<file path="config.mk">
export PLATFORM = sky130hd
export DESIGN_NAME = clk_div_sched_flat
export DESIGN_NICKNAME = d
export VERILOG_FILES = /design/src/rtl/clk_div_sched_if.sv /design/src/rtl/clk_div_sched.sv /design/src/flat_wrapper.sv
export SDC_FILE = /design/constraint.sdc
export NUM_CORES = 1
export LEC_CHECK = 0
export BUFFER_PORTS_ARGS = -buffer_cell sky130_fd_sc_hd__clkbuf_2
export CAP_MARGIN = 10
export CELL_PAD_IN_SITES_DETAIL_PLACEMENT = 1
export CELL_PAD_IN_SITES_GLOBAL_PLACEMENT = 1
export CORE_ASPECT_RATIO = 1.5
export CORE_UTILIZATION = 25
export DETAILED_ROUTE_END_ITERATION = 7
export PLACE_DENSITY_LB_ADDON = 0.1
export SLEW_MARGIN = 10
export SYNTH_ARGS = -nofsm -noshare
export SYNTH_HDL_FRONTEND = slang
export SYNTH_SLANG_ARGS = --single-unit
</file>
<file path="constraint.sdc">
create_clock -name clk -period 6.15 [get_ports clk]
set_input_delay 0.615 -clock clk [delete_from_list [all_inputs] [get_ports clk]]
set_output_delay 0.615 -clock clk [all_outputs]
set_load 0.02 [all_outputs]
</file>
<file path="src/rtl/clk_div_sched_if.sv">
// -----------------------------------------------------------------------------
// clk_div_sched_if
//
// Divisor reconfiguration channel for clk_div_sched. It is a plain valid/ready
// handshake: a divisor transfers on any rising clk edge where both cfg_valid
// and cfg_ready are high.
//
// Parameters:
//   DIV_WIDTH  width of the offered divisor; must match the scheduler's
//              DIV_WIDTH.
//
// Signals:
//   cfg_valid  producer -> scheduler  a new divisor is offered
//   cfg_div    producer -> scheduler  the offered divisor
//   cfg_ready  scheduler -> producer  the scheduler can accept a divisor
//
// Modports:
//   master     the side that offers divisors (CPU, register block, bench)
//   slave      the scheduler itself
// -----------------------------------------------------------------------------
interface clk_div_sched_if #(
  parameter int DIV_WIDTH = 8
) ();

  logic                 cfg_valid;
  logic [DIV_WIDTH-1:0] cfg_div;
  logic                 cfg_ready;

  modport master (
    output cfg_valid,
    output cfg_div,
    input  cfg_ready
  );

  modport slave (
    input  cfg_valid,
    input  cfg_div,
    output cfg_ready
  );

endinterface : clk_div_sched_if

</file>
<file path="src/rtl/clk_div_sched.sv">
// -----------------------------------------------------------------------------
// clk_div_sched
//
// Runtime-programmable clock-enable scheduler. It derives a registered divided
// clock (div_clk) and a one-cycle period tick (div_tick) from the system
// clock. A new divisor can be offered at any time over the cfg handshake, but
// it only takes effect on a period boundary, so no div_clk phase is ever
// truncated. Stopping is also deferred to the period boundary, so div_clk
// never produces a runt pulse.
//
// Parameters:
//   DIV_WIDTH    width of the divisor and period counter
//   DEFAULT_DIV  divisor loaded at reset (values below 2 are clamped to 2)
//   MEAS_WIDTH   width of the measured-period output
//
// Ports:
//   clk          system clock; all logic is on its rising edge
//   rst          synchronous, active-high reset
//   en           run request, sampled every cycle
//   cfg          divisor handshake (slave side): cfg_valid / cfg_div / cfg_ready
//   div_clk      registered divided clock (high phase first, ceil(div/2) long)
//   div_tick     one-clk pulse at the start of every div_clk period
//   busy         high while a period is in progress (RUN or STOPPING)
//   meas_period  last measured tick-to-tick distance in clk cycles
//   meas_valid   one-cycle strobe, coincident with div_tick, when meas_period
//                updates
//
// Build option:
//   CLK_DIV_SCHED_MEAS_EN  when defined, adds a saturating free-running
//                          counter that measures the distance between
//                          consecutive ticks. When undefined, meas_period and
//                          meas_valid are tied to 0 and no measurement logic
//                          exists.
// -----------------------------------------------------------------------------
module clk_div_sched #(
  parameter int DIV_WIDTH   = 8,
  parameter int DEFAULT_DIV = 4,
  parameter int MEAS_WIDTH  = 16
) (
  input  logic                  clk,
  input  logic                  rst,
  input  logic                  en,
  clk_div_sched_if.slave        cfg,
  output logic                  div_clk,
  output logic                  div_tick,
  output logic                  busy,
  output logic [MEAS_WIDTH-1:0] meas_period,
  output logic                  meas_valid
);

  // ---------------------------------------------------------------------------
  // Constants
  // ---------------------------------------------------------------------------
  localparam logic [DIV_WIDTH-1:0] MIN_DIV = DIV_WIDTH'(2);
  localparam logic [DIV_WIDTH-1:0] ONE     = DIV_WIDTH'(1);
  localparam logic [DIV_WIDTH:0]   ONE_X   = (DIV_WIDTH + 1)'(1);

  // Reset divisor, clamped so that a period always has a high and a low phase.
  localparam logic [DIV_WIDTH-1:0] RST_DIV =
    (DEFAULT_DIV < 2) ? MIN_DIV : DIV_WIDTH'(DEFAULT_DIV);

  // IDLE:     no period in progress, outputs low, divisor writes apply at once.
  // RUN:      periods repeat back to back while en stays high.
  // STOPPING: en was dropped mid-period; the period is completed first.
  typedef enum logic [1:0] {
    S_IDLE     = 2'd0,
    S_RUN      = 2'd1,
    S_STOPPING = 2'd2
  } state_t;

  // ---------------------------------------------------------------------------
  // Registers
  // ---------------------------------------------------------------------------
  state_t               r_state;
  logic [DIV_WIDTH-1:0] r_cnt;       // position inside the current period
  logic [DIV_WIDTH-1:0] r_div_cur;   // divisor of the current period
  logic [DIV_WIDTH-1:0] r_div_pend;  // accepted divisor waiting for the wrap
  logic                 r_pend_v;    // r_div_pend holds a value
  logic                 r_div_clk;
  logic                 r_div_tick;
  logic                 r_busy;

  // ---------------------------------------------------------------------------
  // Decode
  // ---------------------------------------------------------------------------
  logic                 w_accept;
  logic [DIV_WIDTH-1:0] w_cfg_div_clamped;
  logic                 w_in_period;
  logic                 w_wrap;
  logic [DIV_WIDTH-1:0] w_cnt_inc;
  logic [DIV_WIDTH:0]   w_high_len;
  logic                 w_clk_at_inc;
  logic [DIV_WIDTH-1:0] w_div_next;

  // Only one update may be outstanding, so readiness is simply "no pending".
  assign cfg.cfg_ready = !r_pend_v;
  assign w_accept      = cfg.cfg_valid && !r_pend_v;

  assign w_cfg_div_clamped = (cfg.cfg_div < MIN_DIV) ? MIN_DIV : cfg.cfg_div;

  assign w_in_period = (r_state != S_IDLE);
  assign w_wrap      = w_in_period && (r_cnt == (r_div_cur - ONE));
  assign w_cnt_inc   = r_cnt + ONE;

  // High phase length is ceil(div/2); one extra bit keeps div = 2^W-1 exact.
  assign w_high_len   = ({1'b0, r_div_cur} + ONE_X) >> 1;
  assign w_clk_at_inc = ({1'b0, w_cnt_inc} < w_high_len);

  // Divisor for the period starting after a wrap. A divisor accepted on the
  // wrap cycle itself skips r_div_pend; it can only be accepted when nothing
  // is pending, so the two sources never compete.
  assign w_div_next = w_accept ? w_cfg_div_clamped :
                      r_pend_v ? r_div_pend        :
                                 r_div_cur;

  // ---------------------------------------------------------------------------
  // Scheduler FSM with registered outputs
  // ---------------------------------------------------------------------------
  // NOTE: every register here is written with <= so all of them update from
  // the same pre-edge values; mixing in = would make results depend on
  // statement order.
  always_ff @(posedge clk) begin
    if (rst) begin
      // NOTE: r_div_pend is a data register guarded by r_pend_v and would be
      // safe to leave unreset; it is cleared anyway so a discarded divisor can
      // never be observed after reset.
      r_state    <= S_IDLE;
      r_cnt      <= '0;
      r_div_cur  <= RST_DIV;
      r_div_pend <= '0;
      r_pend_v   <= 1'b0;
      r_div_clk  <= 1'b0;
      r_div_tick <= 1'b0;
      r_busy     <= 1'b0;
    end else begin
      case (r_state)
        S_IDLE: begin
          r_cnt <= '0;
          // No period is running, so a new divisor can be applied directly.
          if (w_accept) begin
            r_div_cur <= w_cfg_div_clamped;
          end
          if (en) begin
            // cnt = 0 is always inside the high phase, so the first cycle of
            // the first period is high and carries the tick.
            r_state    <= S_RUN;
            r_div_clk  <= 1'b1;
            r_div_tick <= 1'b1;
            r_busy     <= 1'b1;
          end else begin
            r_div_clk  <= 1'b0;
            r_div_tick <= 1'b0;
            r_busy     <= 1'b0;
          end
        end

        S_RUN, S_STOPPING: begin
          if (w_wrap) begin
            r_cnt      <= '0;
            r_div_cur  <= w_div_next;
            r_pend_v   <= 1'b0;
            // RUN and STOPPING only differ in intent; the decision to start
            // another period is taken from en on the wrap cycle alone.
            if (en) begin
              r_state    <= S_RUN;
              r_div_clk  <= 1'b1;
              r_div_tick <= 1'b1;
              r_busy     <= 1'b1;
            end else begin
              r_state    <= S_IDLE;
              r_div_clk  <= 1'b0;
              r_div_tick <= 1'b0;
              r_busy     <= 1'b0;
            end
          end else begin
            r_cnt      <= w_cnt_inc;
            r_div_clk  <= w_clk_at_inc;
            r_div_tick <= 1'b0;
            r_busy     <= 1'b1;
            // Mid-period writes are parked until the wrap.
            if (w_accept) begin
              r_div_pend <= w_cfg_div_clamped;
              r_pend_v   <= 1'b1;
            end
            r_state <= en ? S_RUN : S_STOPPING;
          end
        end

        default: begin
          r_state <= S_IDLE;
        end
      endcase
    end
  end

  assign div_clk  = r_div_clk;
  assign div_tick = r_div_tick;
  assign busy     = r_busy;

  // ---------------------------------------------------------------------------
  // Optional tick-to-tick period measurement
  // ---------------------------------------------------------------------------
`ifdef CLK_DIV_SCHED_MEAS_EN
  localparam logic [MEAS_WIDTH-1:0] MEAS_ONE = MEAS_WIDTH'(1);

  logic                  w_start;      // tick that leaves IDLE
  logic                  w_restart;    // tick that continues a run
  logic [MEAS_WIDTH-1:0] w_gap_next;
  logic [MEAS_WIDTH-1:0] r_gap;        // cycles since the last tick
  logic [MEAS_WIDTH-1:0] r_meas_period;
  logic                  r_meas_valid;

  assign w_start   = (r_state == S_IDLE) && en;
  assign w_restart = w_wrap && en;

  // Saturate instead of wrapping so a very long gap reads as all-ones.
  assign w_gap_next = (&r_gap) ? r_gap : (r_gap + MEAS_ONE);

  always_ff @(posedge clk) begin
    if (rst) begin
      r_gap         <= '0;
      r_meas_period <= '0;
      r_meas_valid  <= 1'b0;
    end else begin
      r_meas_valid <= 1'b0;
      if (w_start || w_restart) begin
        r_gap <= '0;
        // The first tick after IDLE has no predecessor in this run, so only
        // continuing ticks produce a measurement.
        if (w_restart) begin
          r_meas_period <= w_gap_next;
          r_meas_valid  <= 1'b1;
        end
      end else begin
        r_gap <= w_gap_next;
      end
    end
  end

  assign meas_period = r_meas_period;
  assign meas_valid  = r_meas_valid;
`else
  assign meas_period = '0;
  assign meas_valid  = 1'b0;
`endif

endmodule : clk_div_sched
</file>
<file path="src/flat_wrapper.sv">
// flat-port wrapper written by rule: the top's interface ports become plain ports
module clk_div_sched_flat 
#(
  parameter int DIV_WIDTH   = 8,
  parameter int DEFAULT_DIV = 4,
  parameter int MEAS_WIDTH  = 16
)
  (clk, rst, en, div_clk, div_tick, busy, meas_period, meas_valid, cfg_cfg_valid, cfg_cfg_div, cfg_cfg_ready);
  clk_div_sched_if #(.DIV_WIDTH(DIV_WIDTH)) cfg_i ();
  input  logic clk;
  input  logic rst;
  input  logic en;
  output logic div_clk;
  output logic div_tick;
  output logic busy;
  output logic [MEAS_WIDTH-1:0] meas_period;
  output logic meas_valid;
  input wire logic [$bits(cfg_i.cfg_valid)-1:0] cfg_cfg_valid;
  input wire logic [$bits(cfg_i.cfg_div)-1:0] cfg_cfg_div;
  output wire logic [$bits(cfg_i.cfg_ready)-1:0] cfg_cfg_ready;
  assign cfg_i.cfg_valid = cfg_cfg_valid;
  assign cfg_i.cfg_div = cfg_cfg_div;
  assign cfg_cfg_ready = cfg_i.cfg_ready;
  clk_div_sched #(.DIV_WIDTH(DIV_WIDTH), .DEFAULT_DIV(DEFAULT_DIV), .MEAS_WIDTH(MEAS_WIDTH)) u_core (.clk(clk), .rst(rst), .en(en), .cfg(cfg_i), .div_clk(div_clk), .div_tick(div_tick), .busy(busy), .meas_period(meas_period), .meas_valid(meas_valid));
endmodule
</file>
Word level (Yosys, flattened, before mapping) --
Index checks and enable logic that the tools add are counted.
Word-level totals: flip-flop bits (word level) 30, bits of input ports 12
Operators by class: $add $sub $neg 3, $lt $le $gt $ge 2, equality and inequality tests 7, mux-type cells 22, bitwise gates (word level) 1, reductions and logical operators 11
Operator list (number):
- 8-bit two-way mux | 6
- 8-bit one-hot mux with 2 select lines | 2
- 8-bit by 1-bit adder with 9-bit output (second input constant) | 1
- 8-bit by 1-bit adder with 8-bit output (second input constant) | 1
- 8-bit == test | 1
- 8-bit by 2-bit < comparator with 1-bit output (second input constant) | 1
- 8-bit < comparator | 1
- 8-bit by 1-bit subtractor with 8-bit output (second input constant) | 1
- 1-bit two-way mux | 7
- 2-bit two-way mux | 3
- 1-bit one-hot mux with 2 select lines | 3
- 2-bit nonzero test | 3
- 2-bit by 1-bit inequality test with 1-bit output (second input constant) | 2
- 2-bit one-hot mux with 2 select lines | 1
- 4-bit AND reduction | 1
- 3-bit by 1-bit inequality test with 1-bit output (second input constant) | 1
- 3-bit AND reduction | 1
- 2-bit by 1-bit == test with 1-bit output (second input constant) | 1
- 2-bit == test (second input constant) | 1
- 1-bit logical AND | 2
- 2-bit zero test | 1
- 2-bit inequality test (second input constant) | 1
- 2-bit AND reduction | 1
- 2-bit OR reduction | 1
- other kinds (2) | 2

Longest topological paths before layout --
depth after elaboration 5, gate-level depth with buffers 10, mapped depth without buffers 10

Least setup slack after synthesis --
OpenSTA, ideal clock, no wires.
path type register to register, from reg u_core.r_div_cur[0], to reg u_core.r_div_cur[6], setup time 0.138 ns, arrival time 2.247 ns, data required time 6.012 ns, path slack 3.765 ns, stages on the path, launching flop included 11, buffers on the path 2, period minus slack after synthesis 2.385 ns, cells stage by stage dfxtp_1 clkbuf_2 inv_1 ha_1 and2b_1 or3_1 a31o_4 nor4_4 buf_6 o21ai_1 nor3b_2
On the way: cells in the longest elaborated chain, start to end 5
RTL lines:
- start: declaration | RTL line clk_div_sched.sv:76 | logic [DIV_WIDTH-1:0] r_div_cur;
- start signal: assignment | RTL line clk_div_sched.sv:141 | r_div_cur <= w_cfg_div_clamped;
- start signal: assignment | RTL line clk_div_sched.sv:160 | r_div_cur <= w_div_next;
- 8-bit by 1-bit subtractor with 8-bit output | RTL line clk_div_sched.sv:102 | assign w_wrap = w_in_period && (r_cnt == (r_div_cur - ONE));
- 8-bit == test | RTL line clk_div_sched.sv:102
- 1-bit logical AND | RTL line clk_div_sched.sv:102
- 2-bit by 1-bit inequality test with 1-bit output (no source line)
- 4-bit AND reduction (no source line)
No other way between the ends. A chain may end at the register's enable or synchronous reset.

Worst setup path after layout --
from reg u_core.r_div_cur[0], to reg u_core.r_div_cur[0]
Same word-level chain as after synthesis.

==> results.sh <==
export IMPL_internal_power_mw=0.4536
export IMPL_setup_viol=0
export IMPL_reg2reg_depth=8
export IMPL_io_pins=33
export IMPL_clkPwrFrac=0.454
export IMPL_routed_wl_mm=5.891
export IMPL_overflow=0
export IMPL_worstSetupPathType="reg -> reg"
export IMPL_synth_area_leaders="dfxtp_1 (27%), ha_1 (6.8%), buf_4 (6.1%), a21oi_1 (4.7%), nand3_1 (4.3%)"
export IMPL_status="complete, no violations"
export IMPL_synth_ff_type="dfxtp_1"
export IMPL_slew_violations=0
export IMPL_fin_ws_ps=3333
export IMPL_maxCapViolations=0
export IMPL_gp_congestion=0.7246
export IMPL_period_share=0.4580
export IMPL_relSlewSlack=0.4718
export IMPL_end_kind="register"
export IMPL_area_growth_pct=10.05
export IMPL_clock_latency_ps=280
export IMPL_tns_ps=0
export IMPL_grt_pass1_vias=1902
export IMPL_synthCells=269
export IMPL_layout_drive_gt1_share=0.1355
export IMPL_hpwl_mm=4.485
export IMPL_pwr_share_seq=0.352
export IMPL_die_w_um=78.89
export IMPL_met3WireLength_um=131
export IMPL_rows=41
export IMPL_rsz0062_at_grt="false"
export IMPL_ys_seq_elements=30
export IMPL_peakVddDrop_uv=131.2
export IMPL_cts_root_buf="clkbuf_16"
export IMPL_cts_htree_levels=2
export IMPL_grtUsageTotal=0.1391
export IMPL_cts_buffer_depth=2
export IMPL_leakage_nw=0.9983
export IMPL_whs_path_depth=2
export IMPL_synthDistinctLibCells=51
export IMPL_fin_crit_ps=2817
export IMPL_final_util=0.2865
export IMPL_startpoint="u_core.r_div_cur[0]$_SDFFE_PP0P_"
export IMPL_firstDrtPassIters=4
export IMPL_cts_tree="done"
export IMPL_clock_sinks=30
export IMPL_antennaDiodeCount=0
export IMPL_ys_seq_area_frac=0.2709
export IMPL_min_path_type="reg -> reg"
export IMPL_p_comb_frac=0.194
export IMPL_start_util=0.2604
export IMPL_cts_repair_resized=0
export IMPL_dpl_worst_slack_ps=3324
export IMPL_swShare=0.2845
export IMPL_core_area_um2=8516
export IMPL_die_area_um2=9257
export IMPL_hold_buffers=0
export IMPL_drtIter0Drc=20
export IMPL_synth_edf_count=0
export IMPL_async_flop_share=0
export IMPL_cellPowerDensity_nw_per_um2=259.8
export IMPL_route_vias_total=1818
export IMPL_synth_avg_cell_area_um2=8.242
export IMPL_grt_start_max_net_pins=32
export IMPL_cp_max_fo=16
export IMPL_fp_dieH_um=117.3
export IMPL_viasPerCell=4.784
export IMPL_grt_pass1_wl_mm=9.791
export IMPL_fmax_mhz=355.0
export IMPL_drt_wirelength_per_cell_um=15.50
export IMPL_cts_buffers=5
export IMPL_worst_slew_pin_slew_ps=792.3
export IMPL_critical_path_required_ps=6280
export IMPL_hold_viol_final=0
export IMPL_switching_power_mw=0.1804
export IMPL_synth_cell_area_um2=2217
export IMPL_m1WireLength_mm=2.384
export IMPL_wl_met2_mm=3.267
export IMPL_fin_nets=297
export IMPL_dr_max_layer_used="met4"
export IMPL_worst_r2r_setup_slack_ps=3330
export IMPL_antenna_found_initial=0
export IMPL_arrival_ps=2950
export IMPL_min_to="u_core.r_div_pend[2]$_SDFFE_PP0P_"
export IMPL_netlist_area_leader_share=0.2709
export IMPL_drc=0
export IMPL_holdCritStartpoint="u_core.r_div_pend[2]$_SDFFE_PP0P_"
export IMPL_place_inst=373
export IMPL_worstReg2RegEnd="u_core.r_div_cur[0]$_SDFFE_PP0P_"
export IMPL_io_buffers=15
export IMPL_postCtsSetupRepairBufs=0
export IMPL_ys_warn_count=0
export IMPL_path_clk_slew_ps=50
export IMPL_reg2reg_from="u_core.r_div_cur[0]$_SDFFE_PP0P_"
export IMPL_start_kind="register"
export IMPL_finClkSkew_ps=5.750
export IMPL_synth_largest_area_cell="dfxtp_1"
export IMPL_fin_cells=380
export IMPL_ant_nets=0
## critical path, stage by stage (launching register included)
cell	delay [ps]
dfxtp_1	470
inv_1	80
ha_1	280
and2b_1	180
or3_1	360
a31o_4	270
nor4_4	700
o21ai_0	160
nor3b_2	180
## per-stage QoR
step	hold WS (ps)	power, mW	cell area (um^2)
floorplan	435.7	0.3296	2277
global placement	442.9	0.3519	2271
detailed placement	449.2	0.3530	2271
CTS	457.9	0.6478	2440
global route	482.1	0.6680	2440
finish	457.7	0.6340	2440
## sequential cells by signal, indices dropped and copies added, names as in the netlist
name	flops
u_core.busy	1
u_core.r_div_cur	8
u_core.r_cnt	8
u_core.r_pend_v	1
u_core.r_state	2
u_core.div_clk	1
u_core.r_div_pend	8
u_core.div_tick	1
## routing by layer
layer  GRT usage  vias to the layer above
li1            -                      915
met1      0.1491                      864
met2      0.2658                       29
met3     0.02335                       10
met4     0.04659                        0
met5           0                        -
## worst max path at each step
stage,end,cells after the start,slack [ps]
floorplan,u_core.r_div_cur[6]$_SDFFE_PP0P_,10,3770
global placement,u_core.r_div_cur[0]$_SDFFE_PP0P_,8,3390
detailed placement,u_core.r_div_cur[7]$_SDFFE_PP0P_,8,3320
CTS,u_core.r_div_cur[0]$_SDFFE_PP0P_,8,3310
global route,u_core.r_div_cur[0]$_SDFFE_PP0P_,8,3070
finish,u_core.r_div_cur[0]$_SDFFE_PP0P_,8,3330
## power by group through the flow
stage / Combinational (mW) / Sequential [mW] / Clock, mW
after floorplan: 0.111 / 0.219 / 0
final: 0.123 / 0.223 / 0.288
after global placement: 0.125 / 0.227 / 0
after detailed placement: 0.125 / 0.227 / 0
after global routing: 0.139 / 0.225 / 0.304
after CTS: 0.126 / 0.223 / 0.298
## synth_stat cells (7+ instances only)
master and count:
dfxtp_1 30, a21oi_1 21, nand2_1 21, nand3_1 19, buf_4 18, nor2_1 13
nor3_1 13, o21ai_0 13, ha_1 12, xnor2_1 10, xor2_1 10, mux2i_1 8
clkbuf_1 7
## layout make-up
class / instances / area [um^2]
Clock buffer: 6 / 138.9
Inverter: 6 / 22.52
Sequential cell: 30 / 600.6
Fill cell: 1042 / 6076
Multi-Input combinational cell: 214 / 1431
Timing Repair Buffer: 16 / 82.58
Clock inverter: 1 / 30.03
Tap cell: 107 / 133.9
## cell families after synthesis
logic type      Yosys count  share of synthesized area
simple gates            101                     0.2602
mux                       8                    0.03612
buf+inv                  41                     0.1106
xor+xnor                 20                    0.07900
other cells               1                   0.001691
compound gates           56                     0.1738
flops                    30                     0.2709
fa+ha+maj                12                    0.06772
## layout by cell type, fill, tap and decap left out, drive strengths merged, types with 5 or more instances in the layout
cell / instances
nand3: 19
xor2: 10
ha: 12
inv: 6
dfxtp: 30
xnor2: 10
mux2i: 8
o21ai: 15
and3: 6
nor3: 13
nor2: 13
nor2b: 5
clkbuf: 21
nor3b: 8
nand2: 21
a21oi: 21
conb: 17
No activity file was read; power rests on OpenSTA's default activity.
